File: src/rtl/fifo_pkg.sv
// Shared constants and types for the FIFO read-side prefetch stage.
package fifo_pkg;

    localparam int PREFETCH_DEPTH    = 2;
    localparam int DATA_SIZE_DEFAULT = 8;

    // Occupancy/level encoding: 0..2 fits in two bits.
    typedef logic [1:0] level_t;

    function automatic level_t level_add(input level_t a, input logic b);
        return a + level_t'(b);
    endfunction

endpackage

File: src/rtl/prefetch_skid_buf.sv
// Two-entry head/skid buffer: loads, shifts and counts the words held for the stream output.
module prefetch_skid_buf
    import fifo_pkg::*;
#(
    parameter int data_size = DATA_SIZE_DEFAULT
) (
    input  logic                 r_clk,
    input  logic                 reset,
    input  logic                 push,
    input  logic                 pop,
    input  logic [data_size-1:0] din,
    output logic [data_size-1:0] dout,
    output level_t               cnt,
    output logic                 valid
);

    logic [data_size-1:0] buf_reg  [PREFETCH_DEPTH];
    logic [data_size-1:0] buf_next [PREFETCH_DEPTH];
    level_t               cnt_reg;
    level_t               cnt_next;
    logic                 valid_reg;
    logic                 pop_ok;

    // A pop with nothing stored is ignored so cnt can never underflow.
    assign pop_ok = pop && (cnt_reg != 2'd0);

    always_comb begin
        buf_next = buf_reg;
        cnt_next = cnt_reg;
        unique case ({push, pop_ok})
            2'b10: begin
                if (cnt_reg == 2'd0) begin
                    buf_next[0] = din;
                    cnt_next    = 2'd1;
                end else if (cnt_reg == 2'd1) begin
                    buf_next[1] = din;
                    cnt_next    = 2'd2;
                end
            end
            2'b11: begin
                if (cnt_reg == 2'd1) begin
                    buf_next[0] = din;
                end else begin
                    buf_next[0] = buf_reg[1];
                    buf_next[1] = din;
                end
            end
            2'b01: begin
                if (cnt_reg == 2'd2) begin
                    buf_next[0] = buf_reg[1];
                end
                cnt_next = cnt_reg - 2'd1;
            end
            default: begin
            end
        endcase
    end

    always_ff @(posedge r_clk) begin
        if (reset) begin
            for (int i = 0; i < PREFETCH_DEPTH; i++) begin
                buf_reg[i] <= '0;
            end
            cnt_reg   <= '0;
            valid_reg <= 1'b0;
        end else begin
            buf_reg   <= buf_next;
            cnt_reg   <= cnt_next;
            valid_reg <= (cnt_next != 2'd0);
        end
    end

    assign dout  = buf_reg[0];
    assign cnt   = cnt_reg;
    assign valid = valid_reg;

endmodule

File: src/rtl/fifo_read_prefetch.sv
// Turns the FIFO rd/empty + 1-cycle read data interface into a registered valid/ready stream.
// Optional level/overrun outputs are built when FIFO_PREFETCH_LEVEL_EN is defined.
module fifo_read_prefetch
    import fifo_pkg::*;
#(
    parameter int data_size = DATA_SIZE_DEFAULT,
    parameter int depth     = PREFETCH_DEPTH
) (
    input  logic                 r_clk,
    input  logic                 reset,
    input  logic                 empty,
    output logic                 rd,
    input  logic [data_size-1:0] rd_data,
    output logic                 m_valid,
    input  logic                 m_ready,
    output logic [data_size-1:0] m_data
`ifdef FIFO_PREFETCH_LEVEL_EN
    ,
    output logic [1:0]           level,
    output logic                 overrun
`endif
);

    if (depth != PREFETCH_DEPTH) begin : g_depth_check
        $error("fifo_read_prefetch: depth must be 2");
    end

    level_t     cnt;
    logic       inflight_reg;
    logic       pop;
    logic       push;
    logic [2:0] credit_used;

    assign pop  = m_valid && m_ready;
    assign push = inflight_reg;

    // Words stored plus the one on its way, minus the one leaving now, must leave room.
    assign credit_used = {1'b0, cnt} + {2'b00, inflight_reg} - {2'b00, pop};
    assign rd          = !reset && !empty && (credit_used < 3'(depth));

    always_ff @(posedge r_clk) begin
        if (reset) begin
            inflight_reg <= 1'b0;
        end else begin
            inflight_reg <= rd;
        end
    end

    prefetch_skid_buf #(
        .data_size(data_size)
    ) u_skid_buf (
        .r_clk (r_clk),
        .reset (reset),
        .push  (push),
        .pop   (pop),
        .din   (rd_data),
        .dout  (m_data),
        .cnt   (cnt),
        .valid (m_valid)
    );

`ifdef FIFO_PREFETCH_LEVEL_EN
    logic overrun_reg;

    assign level = level_add(cnt, inflight_reg);

    always_ff @(posedge r_clk) begin
        if (reset) begin
            overrun_reg <= 1'b0;
        end else if (push && !pop && (cnt == 2'd2)) begin
            overrun_reg <= 1'b1;
        end
    end

    assign overrun = overrun_reg;
`endif

endmodule

File: config.mk
export PLATFORM = sky130hd
export DESIGN_NAME = fifo_read_prefetch
export DESIGN_NICKNAME = d
export VERILOG_FILES = /design/src/rtl/fifo_pkg.sv /design/src/rtl/prefetch_skid_buf.sv /design/src/rtl/fifo_read_prefetch.sv
export SDC_FILE = /design/constraint.sdc
export NUM_CORES = 1
export LEC_CHECK = 0
export CORE_MARGIN = 2
export CORE_UTILIZATION = 40
export DETAILED_ROUTE_END_ITERATION = 10
export PLACE_DENSITY = 0.68
export SYNTH_ARGS = -nofsm -noshare
export SYNTH_HDL_FRONTEND = slang
export SYNTH_HIERARCHICAL = 1
export SYNTH_SLANG_ARGS = --single-unit
File: constraint.sdc
create_clock -name r_clk -period 2.4 [get_ports r_clk]
set_clock_uncertainty 0.1 [all_clocks]
set_input_delay 0.6 -clock r_clk [delete_from_list [all_inputs] [get_ports r_clk]]
set_output_delay 0.6 -clock r_clk [all_outputs]
set_load 0.01 [all_outputs]
* Word level (Yosys, flattened, before mapping)
Cells that the tools add are included.
** Word-level totals
- Output and inout port bits :: 10
- Bits in registers :: 20
- Logic and storage cells :: 41
** Cells by class
- Equal/unequal tests :: 9
- $lt $le $gt $ge :: 1
- $add $sub $neg :: 3
- Muxes and demuxes :: 10
- Reductions and logical operators :: 13
** Operators with widths (number)
- 8-bit two-way mux :: 5
- 8-bit case mux with 3 select lines :: 1
- 8-bit case mux with 2 select lines :: 1
- 2-bit == test (second input constant) :: 3
- 3-bit AND reduction :: 2
- 2-bit nonzero test :: 3
- 2-bit by 1-bit == test with 1-bit output (second input constant) :: 2
- 1-bit logical AND :: 4
- 2-bit two-way mux :: 2
- 2-bit by 1-bit inequality test with 1-bit output (second input constant) :: 2
- 2-bit inequality test (second input constant) :: 2
- 2-bit case mux with 2 select lines :: 1
- 2-bit by 1-bit adder with 3-bit output :: 1
- 3-bit by 2-bit < comparator with 1-bit output (second input constant) :: 1
- 3-bit nonzero test :: 1
- 3-bit by 1-bit subtractor with 3-bit output :: 1
- 1-bit logical NOT :: 2
- 2-bit logical NOT :: 1
- 2-bit by 1-bit subtractor with 2-bit output (second input constant) :: 1

* Longest topological paths before layout
- Depth in word-level cells :: 5
- Mapped depth :: 10
- Depth with buffers taken out :: 9

* Hierarchy
The synthesis kept the hierarchy.
** Modules (own cells, without submodules)
- prefetch_skid_buf :: times used 1, cells each 104, area each 1027.2 µm²
- fifo_read_prefetch :: times used 1, cells each 9, area each 95.1 µm²

* Worst setup path before layout
No wires, ideal clock.
- Kind :: input port to output port
- Start :: input port m_ready
- End :: output port rd
- Stages :: 6
- Data arrival time :: 2126 ps
- Data required time :: 1700 ps
- Slack :: -426 ps
- Cells stage by stage :: and2_1 > ha_1 > nand2b_1 > fa_1 > xor2_1 > nor4b_1
** Between the ends
- Longest elaborated chain between the ends :: 4
** Ends and longest elaborated chain
- start: declaration :: RTL line fifo_read_prefetch.sv:15 : input logic m_ready,
- 1-bit logical AND :: RTL line fifo_read_prefetch.sv:34 : assign pop = m_valid && m_ready;
- 3-bit by 1-bit subtractor with 3-bit output :: RTL line fifo_read_prefetch.sv:38 : assign credit_used = {1'b0, cnt} + {2'b00, inflight_reg} - {2'b00, pop};
- 3-bit by 2-bit < comparator with 1-bit output :: RTL line fifo_read_prefetch.sv:39 : assign rd = !reset && !empty && (credit_used < 3'(depth));
- 1-bit logical AND :: RTL line fifo_read_prefetch.sv:39
- end: declaration :: RTL line fifo_read_prefetch.sv:12 : output logic rd,
No other way between the ends.

* Worst setup path after layout
- Start :: input port m_ready
- End :: output port rd
** Between the ends
- Longest elaborated chain between the ends :: 4
** Ends and longest elaborated chain
- 1-bit logical AND :: RTL line fifo_read_prefetch.sv:34
- net pop :: RTL line fifo_read_prefetch.sv:30 : logic pop;
- 3-bit by 1-bit subtractor with 3-bit output :: RTL line fifo_read_prefetch.sv:38
- 3-bit by 2-bit < comparator with 1-bit output :: RTL line fifo_read_prefetch.sv:39
- 1-bit logical AND :: RTL line fifo_read_prefetch.sv:39
The timed path passes the listed nets, and every way through them passes these cells.

==> results summary <==
The run finished, with violations left. The final reports fail on negative setup slack. The layout overhead on the synthesized area is 31.10%. The I/O pin count is 22.

Setup violations remaining at the end of the flow were counted as 1. The maximum fanout encountered on the critical timing path came out at 2. The number of search-and-repair iterations in the first detailed-routing pass is 4.

Synthesis produced a netlist with a net count of 135. The total power after layout came out at 1.314 mW. The worst setup path is captured at an output pin. Using the TritonRoute via totals, the vias-per-cell ratio works out to 5.047. The max-slew violation count is 0. The total via count in the routed design is 858. The starting density of the core came out at 0.4141. The total wire length came out at approximately 2.2 mm. The minimum period implied by the final worst setup slack is 2.767 ns.

Counting along the longest clock path gives a buffer depth of 2. The initial antenna violation count came out at 0. The power density of the placed cells came out at ~890 mW/mm^2. At the worst endpoint, the required time is approximately 1.7 ns. The via count of the first global-routing pass is ~870. Clock latency on the worst-skew pair, taken at its later pin, is 0.29 ns. The final-report hold violation count came out at 0.

The width of the chip is 56.97 um. The cell row count came out at 19. TritonCTS built the clock tree. The post-CTS repair timing setup buffer count is 0. The overall die height is 56.97 um. The routability-driven placement congestion ratio came out at roughly 0.75.

The number of register bits inferred by synthesis came out at 20. The finished layout cell area is 0.001471 sq mm. The path class of the tightest hold or removal check is register to register. Headroom to the max-slew limit came out at 0.7406.

Of the cells placed in the final design, the portion with a size suffix greater than 1 is 0.3094. 0 antenna diodes ended up in the layout. The standard cell area after detailed placement came out at 0.001440 sq mm. The number of buffers inserted by hold repair at cts is 0.

The filler cells instantiated in the layout total 262. Setup repair after global routing could not meet its margin everywhere. The post-placement setup slack came out at -1.205 ns. In this run the clock root is driven by a sky130_fd_sc_hd__clkbuf_4. The number of I/O port buffers is 21. The final worst-path cycle share is 1.153. The number of clock sinks is 20. The residual antenna-violating net count after detailed routing is 0. The initial detailed-routing violation count came out at 22. The cell depth of the worst flop-to-flop path came out at 11. The area inside the core boundary is 0.002710 sq mm. CTS built an H-tree with a depth of 1. The maximum number of pins on one net before global-route repair came out at 20. The post-layout worst setup margin is -0.3669 ns. The gate count of the mapped netlist is 113. The overall routing resource usage came out at 0.1521. During synthesis, Yosys emitted a total of 6 warnings. The register area share after synthesis is 0.3567. The first global-routing pass estimated 3.836 mm of wire. Across the VDD grid, the largest voltage drop is just under 0.6 mV. The worst hold margin is 0.3955 ns.

The max capacitance violation total is 0. The maximum clock frequency came out at 361.4 MHz. The post-synth design cell area came out at 0.001122 sq mm. The final routed DRC violation total is 0. The static power due to leakage is 0.6455 nW. The critical path in this run is classified as input pin to output pin. The instance count along the most critical hold path came out at 2. The number of distinct library cell variants in the gate-level netlist after synthesis came out at 28. The data arrival time of the critical path is 2.07 ns. Dividing the detail-routed wire length by the instance count gives 13.23 um.

The number of nets at the end of the flow is 163. The mean cell area of the mapped netlist came out at about 9.9 sq um. The worst-margin pin slew is 0.3883 ns. The die area came out at 0.003246 sq mm. Clock tree synthesis inserted a total of 3 buffers. The total grt overflow came out at 0. The CTS clock-pin slew for the worst setup and hold paths is approximately 0.10 ns. STA classifies the critical path startpoint as an input pin. The final HPWL from detailed placement is roughly 1.7 mm.
metal layers:
layer	up-vias	global-route usage	wire (um)
met2	17	0.2496	1117
li1	435	-	-
met5	-	0	0
met3	2	0.03401	110
met1	404	0.1848	1002
met4	0	0.08306	18
kinds of logic (layout without fill, tap and decap cells):
family | Yosys count | count (layout) | synth area share
compound gates | 14 | 14 | 0.1460
xor+xnor | 1 | 1 | 0.007805
fa+ha+maj | 10 | 10 | 0.1182
buf+inv | 20 | 46 | 0.1048
flops | 20 | 20 | 0.3567
mux | 8 | 8 | 0.07135
simple gates | 40 | 40 | 0.1951
where the power goes:
group | internal, mW | switching [mW] | total [mW]
clock network | 0.0583 | 0.0951 | 0.153
registers | 0.410 | 0.0437 | 0.454
logic | 0.378 | 0.329 | 0.707
total | 0.847 | 0.467 | 1.31
what timing repair did:
| action | in CTS | in global routing |
|---|---|---|
| gates resized for setup | 10 | 2 |
| endpoints found under the setup margin | 9 | 11 |
| pin swaps | 4 | 0 |
worst max-delay path, cell delays in order:
cell and delay (ns):
sky130_fd_sc_hd__buf_6 0.09, sky130_fd_sc_hd__and2_4 0.13, sky130_fd_sc_hd__ha_4 0.20, sky130_fd_sc_hd__nand2b_4 0.13, sky130_fd_sc_hd__fa_2 0.35, sky130_fd_sc_hd__xor2_2 0.20
sky130_fd_sc_hd__nor4b_4 0.20, sky130_fd_sc_hd__buf_2 0.16
cell usage in the layout, fill, tap and decap left out, types with 2 or more instances in the layout:
cell	instances
sky130_fd_sc_hd__mux2i_1	8
sky130_fd_sc_hd__a221oi_2	8
sky130_fd_sc_hd__a22oi_1	2
sky130_fd_sc_hd__dfxtp_1	18
sky130_fd_sc_hd__buf_4	15
sky130_fd_sc_hd__clkdlybuf4s50_1	19
sky130_fd_sc_hd__inv_1	7
sky130_fd_sc_hd__ha_1	8
sky130_fd_sc_hd__clkbuf_4	3
sky130_fd_sc_hd__nor2b_4	2
sky130_fd_sc_hd__a211oi_1	2
sky130_fd_sc_hd__nor3_1	8
sky130_fd_sc_hd__dfxtp_2	2
sky130_fd_sc_hd__nor2_1	18
area by class of cell:
type / instances / area (sq um) / area share
Inverter: 7 / 26.28 / 0.01786
Multi-Input combinational cell: 73 / 661.9 / 0.4498
Timing Repair Buffer: 36 / 319.1 / 0.2168
Sequential cell: 20 / 402.9 / 0.2738
Tap cell: 31 / 38.79 / 0.02636
Clock buffer: 3 / 22.52 / 0.01531
cells in the mapped netlist:
cell type | count | area share
sky130_fd_sc_hd__a211oi_1 | 2 | 0.013
sky130_fd_sc_hd__a21oi_1 | 1 | 0.0045
sky130_fd_sc_hd__a21oi_2 | 1 | 0.0078
sky130_fd_sc_hd__a221oi_2 | 8 | 0.11
sky130_fd_sc_hd__a22oi_1 | 2 | 0.013
sky130_fd_sc_hd__and2_1 | 1 | 0.0056
sky130_fd_sc_hd__buf_4 | 9 | 0.060
sky130_fd_sc_hd__buf_6 | 1 | 0.010
sky130_fd_sc_hd__clkbuf_1 | 2 | 0.0067
sky130_fd_sc_hd__clkbuf_2 | 1 | 0.0045
sky130_fd_sc_hd__dfxtp_1 | 20 | 0.36
sky130_fd_sc_hd__fa_1 | 1 | 0.018
sky130_fd_sc_hd__ha_1 | 9 | 0.10
sky130_fd_sc_hd__inv_1 | 7 | 0.023
sky130_fd_sc_hd__mux2i_1 | 8 | 0.071
sky130_fd_sc_hd__nand2_1 | 1 | 0.0033
sky130_fd_sc_hd__nand2b_1 | 2 | 0.011
sky130_fd_sc_hd__nor2_1 | 18 | 0.060
sky130_fd_sc_hd__nor2b_1 | 1 | 0.0056
sky130_fd_sc_hd__nor2b_2 | 1 | 0.0078
sky130_fd_sc_hd__nor2b_4 | 2 | 0.025
sky130_fd_sc_hd__nor3_1 | 8 | 0.036
sky130_fd_sc_hd__nor3_2 | 1 | 0.0089
sky130_fd_sc_hd__nor4b_1 | 2 | 0.016
sky130_fd_sc_hd__or2_1 | 1 | 0.0056
sky130_fd_sc_hd__or2_2 | 1 | 0.0056
sky130_fd_sc_hd__or3_1 | 1 | 0.0056
sky130_fd_sc_hd__xor2_1 | 1 | 0.0078
worst paths after layout:
kind / start / endpoint / slack [ns]
setup / recovery: m_ready / rd / -0.37
hold / removal: u_skid_buf/dout[1] / u_skid_buf/dout[1] / 0.40
setup reg to reg: u_skid_buf/cnt[0] / u_skid_buf/dout[3] / 0.04
hold reg to reg: u_skid_buf/dout[1] / u_skid_buf/dout[1] / 0.40
metrics by stage:
| stage | util | instances | setup TNS [ns] |
|---|---|---|---|
| global placement | 0.5314 | 167 | -4.979 |
| finish | 0.5429 | 170 | -0.3669 |
| detailed placement | 0.5314 | 167 | -5.704 |
| CTS | 0.5420 | 170 | -0.3721 |
| floorplan | - | 113 | -0.2392 |
| global route | 0.5429 | 170 | -1.218 |
Power figures use the tool's default switching activity.
==> variant: new RTL, same flow settings <==
Add a define of `FIFO_PREFETCH_LEVEL_EN`.
--- a/src/rtl/fifo_read_prefetch.sv
+++ b/src/rtl/fifo_read_prefetch.sv
@@ -1,4 +1,6 @@
 // Turns the FIFO rd/empty + 1-cycle read data interface into a registered valid/ready stream.
 // Optional level/overrun outputs are built when FIFO_PREFETCH_LEVEL_EN is defined.
+`define FIFO_PREFETCH_LEVEL_EN
+
 module fifo_read_prefetch
     import fifo_pkg::*;
Formal check against the unedited RTL (old outputs only; new: level and overrun): equivalent (Yosys induction, for registers that start in step).
==> variant against the unedited design <==
- the run ends with design-rule violations, negative setup slack left
- sequential cell count up 1
- setup slack better by 55 ps
- cell area up 10%
- area after synthesis up 6.4%
- routed wire length up 9.1%
- power up 11%
- largest cell class unchanged
- largest power group unchanged
==> variant: results (changes against the unedited design) <==
- The routed via count divided by cell count is 5.091 (was 5.047).
- The number of nets in the finished design was 180 (was 163).
- The count of TritonRoute iterations in the first routing pass is 7 (was 4).
- The number of fill cells is 255 (was 262).
- The final setup violation count is 1 (unchanged).
- The switching power as a share of total power is 0.3596 (was 0.3557).
- The number of antenna diodes is 0 (unchanged).
- Violations in the final reports: design-rule violations, negative setup slack (was negative setup slack).
- The adder and majority gate portion of the synthesized area is 0.1321 (was 0.1182).
- The net count of the mapped netlist came to 145 (was 135).
- The cell area after placement is 1569 um2 (was 1440 um2).
- The area share of xor/xnor cells in the synthesized design is 0.01468 (was 0.007804).
- The via count of the first global-routing pass is 917 (was 867).
- The static leakage is 0.7338 nW (was 0.6455 nW).
- The multiplexer fraction of the synthesized cell area came to 0.06709 (was 0.07135).
- The count of mapped cells out of synthesis is 121 (was 113).
- The global-route wire length before repair is 4057 um (was 3836 um).
- The hold violation total from the final report is 0 (unchanged).
- The routability-driven placement congestion ratio is 0.7684 (was 0.7487).
- The critical-path cell with the highest stage delay is fa_2 (unchanged).
- The maximum fanout count along the critical path is 2 (unchanged).
- The maximum number of pins on one net before global-route repair is 21 (was 20).
- Top post-synthesis cells by area: dfxtp_1, ha_1, a221oi_2, mux2i_1, buf_4 (was dfxtp_1, a221oi_2, ha_1, mux2i_1, buf_4).
- The fraction of final layout cells with drive strength greater than 1 was 0.3355 (was 0.3094).
- The arrival time of the worst setup path came to 2010 ps (was 2070 ps).
- The count of different cell masters after synthesis came to 28 (unchanged).
- The DRC violation total after the first TritonRoute iteration is 31 (was 22).
- The wire length per cell was 13.19 um (was 13.23 um).
- The summed negative setup slack over all endpoints is -312.4 ps (was -366.9 ps).
- The worst stage delay on the critical path was 370 ps (was 350 ps).
- The total number of vias is 947 (was 858).
- The worst slack at placement is -1221 ps (was -1205 ps).
- The detailed placement HPWL came to 1871 um (was 1689 um).
- The tightest slew margin relative to the limit is 0.7295 (was 0.7406).
- The minimum setup slack in the final design came to -312.4 ps (was -366.9 ps).
- The peak ir drop on the vdd network was 0.4908 mV (was 0.5914 mV).
- The sequential share of the synthesized area is 0.3522 (was 0.3567).
- Run status: finished with violations (unchanged).
- The number of buffers inserted by port buffering is 24 (was 21).
- The total DRC errors in the routed layout is 2 (was 0).
- The total routing usage reported by global routing is 0.1536 (was 0.1521).
- Top cells by count, synth: dfxtp_1, nor2_1, ha_1, buf_4, inv_1 (was dfxtp_1, nor2_1, buf_4, ha_1).
- The compound-gate portion of the synthesized area came to 0.1415 (was 0.1460).
## variant: cell count changes after synthesis, sizes merged
cell / change
dfxtp: +1
and2: -1
ha: +2
nand3b: +1
a21oi: +1
xor2: +1
inv: +2
nand2: +1
## variant: critical path, delay by kind of cell
family | cells | cell delay [ps]
XOR/XNOR | 1 | 170
AND/OR/NAND/NOR | 3 | 390
buffers and inverters | 3 | 290
adder cells (fa/ha/maj) | 2 | 570
## variant: repair_timing
item	CTS	global route
pin swaps	3	2
endpoints found under the setup margin	10	17
resized for setup	15	4
buffers inserted	1	0
## variant: worst paths after layout
check / cells past startpoint / from / slack, ps / endpoint
max: 9 / m_ready / -310 / rd
min: 2 / overrun / 350 / overrun
max reg2reg: 11 / u_skid_buf/cnt[1] / 120 / u_skid_buf/dout[3]
min reg2reg: 2 / overrun / 350 / overrun
## variant: cell type report
| type | count | area, um2 | share of cell area |
|---|---|---|---|
| repair buffers | 43 | 377.9 | 0.2327 |
| clock buffers | 4 | 26.28 | 0.01618 |
| flip-flops and latches | 21 | 424.2 | 0.2612 |
| well taps | 31 | 38.79 | 0.02388 |
| multi-input cells | 78 | 720.7 | 0.4438 |
| inverters | 9 | 36.28 | 0.02234 |
## variant: routing by layer
metal / up-vias / global-route usage / routed length, um / share of wire
met5: - / 0 / 0 / 0
met1: 435 / 0.1872 / 1063 / 0.43
met3: 4 / 0.04615 / 166 / 0.068
met4: 0 / 0.03896 / 27 / 0.011
li1: 474 / - / - / -
met2: 34 / 0.2648 / 1197 / 0.49
## variant: power groups by stage
stage / sequential (mW) / clock (mW) / combinational (mW)
after floorplan: 0.494 / 0 / 0.510
after global placement: 0.478 / 0 / 0.795
after detailed placement: 0.482 / 0 / 0.812
after CTS: 0.479 / 0.169 / 0.816
after global routing: 0.490 / 0.183 / 0.902
final: 0.479 / 0.163 / 0.821
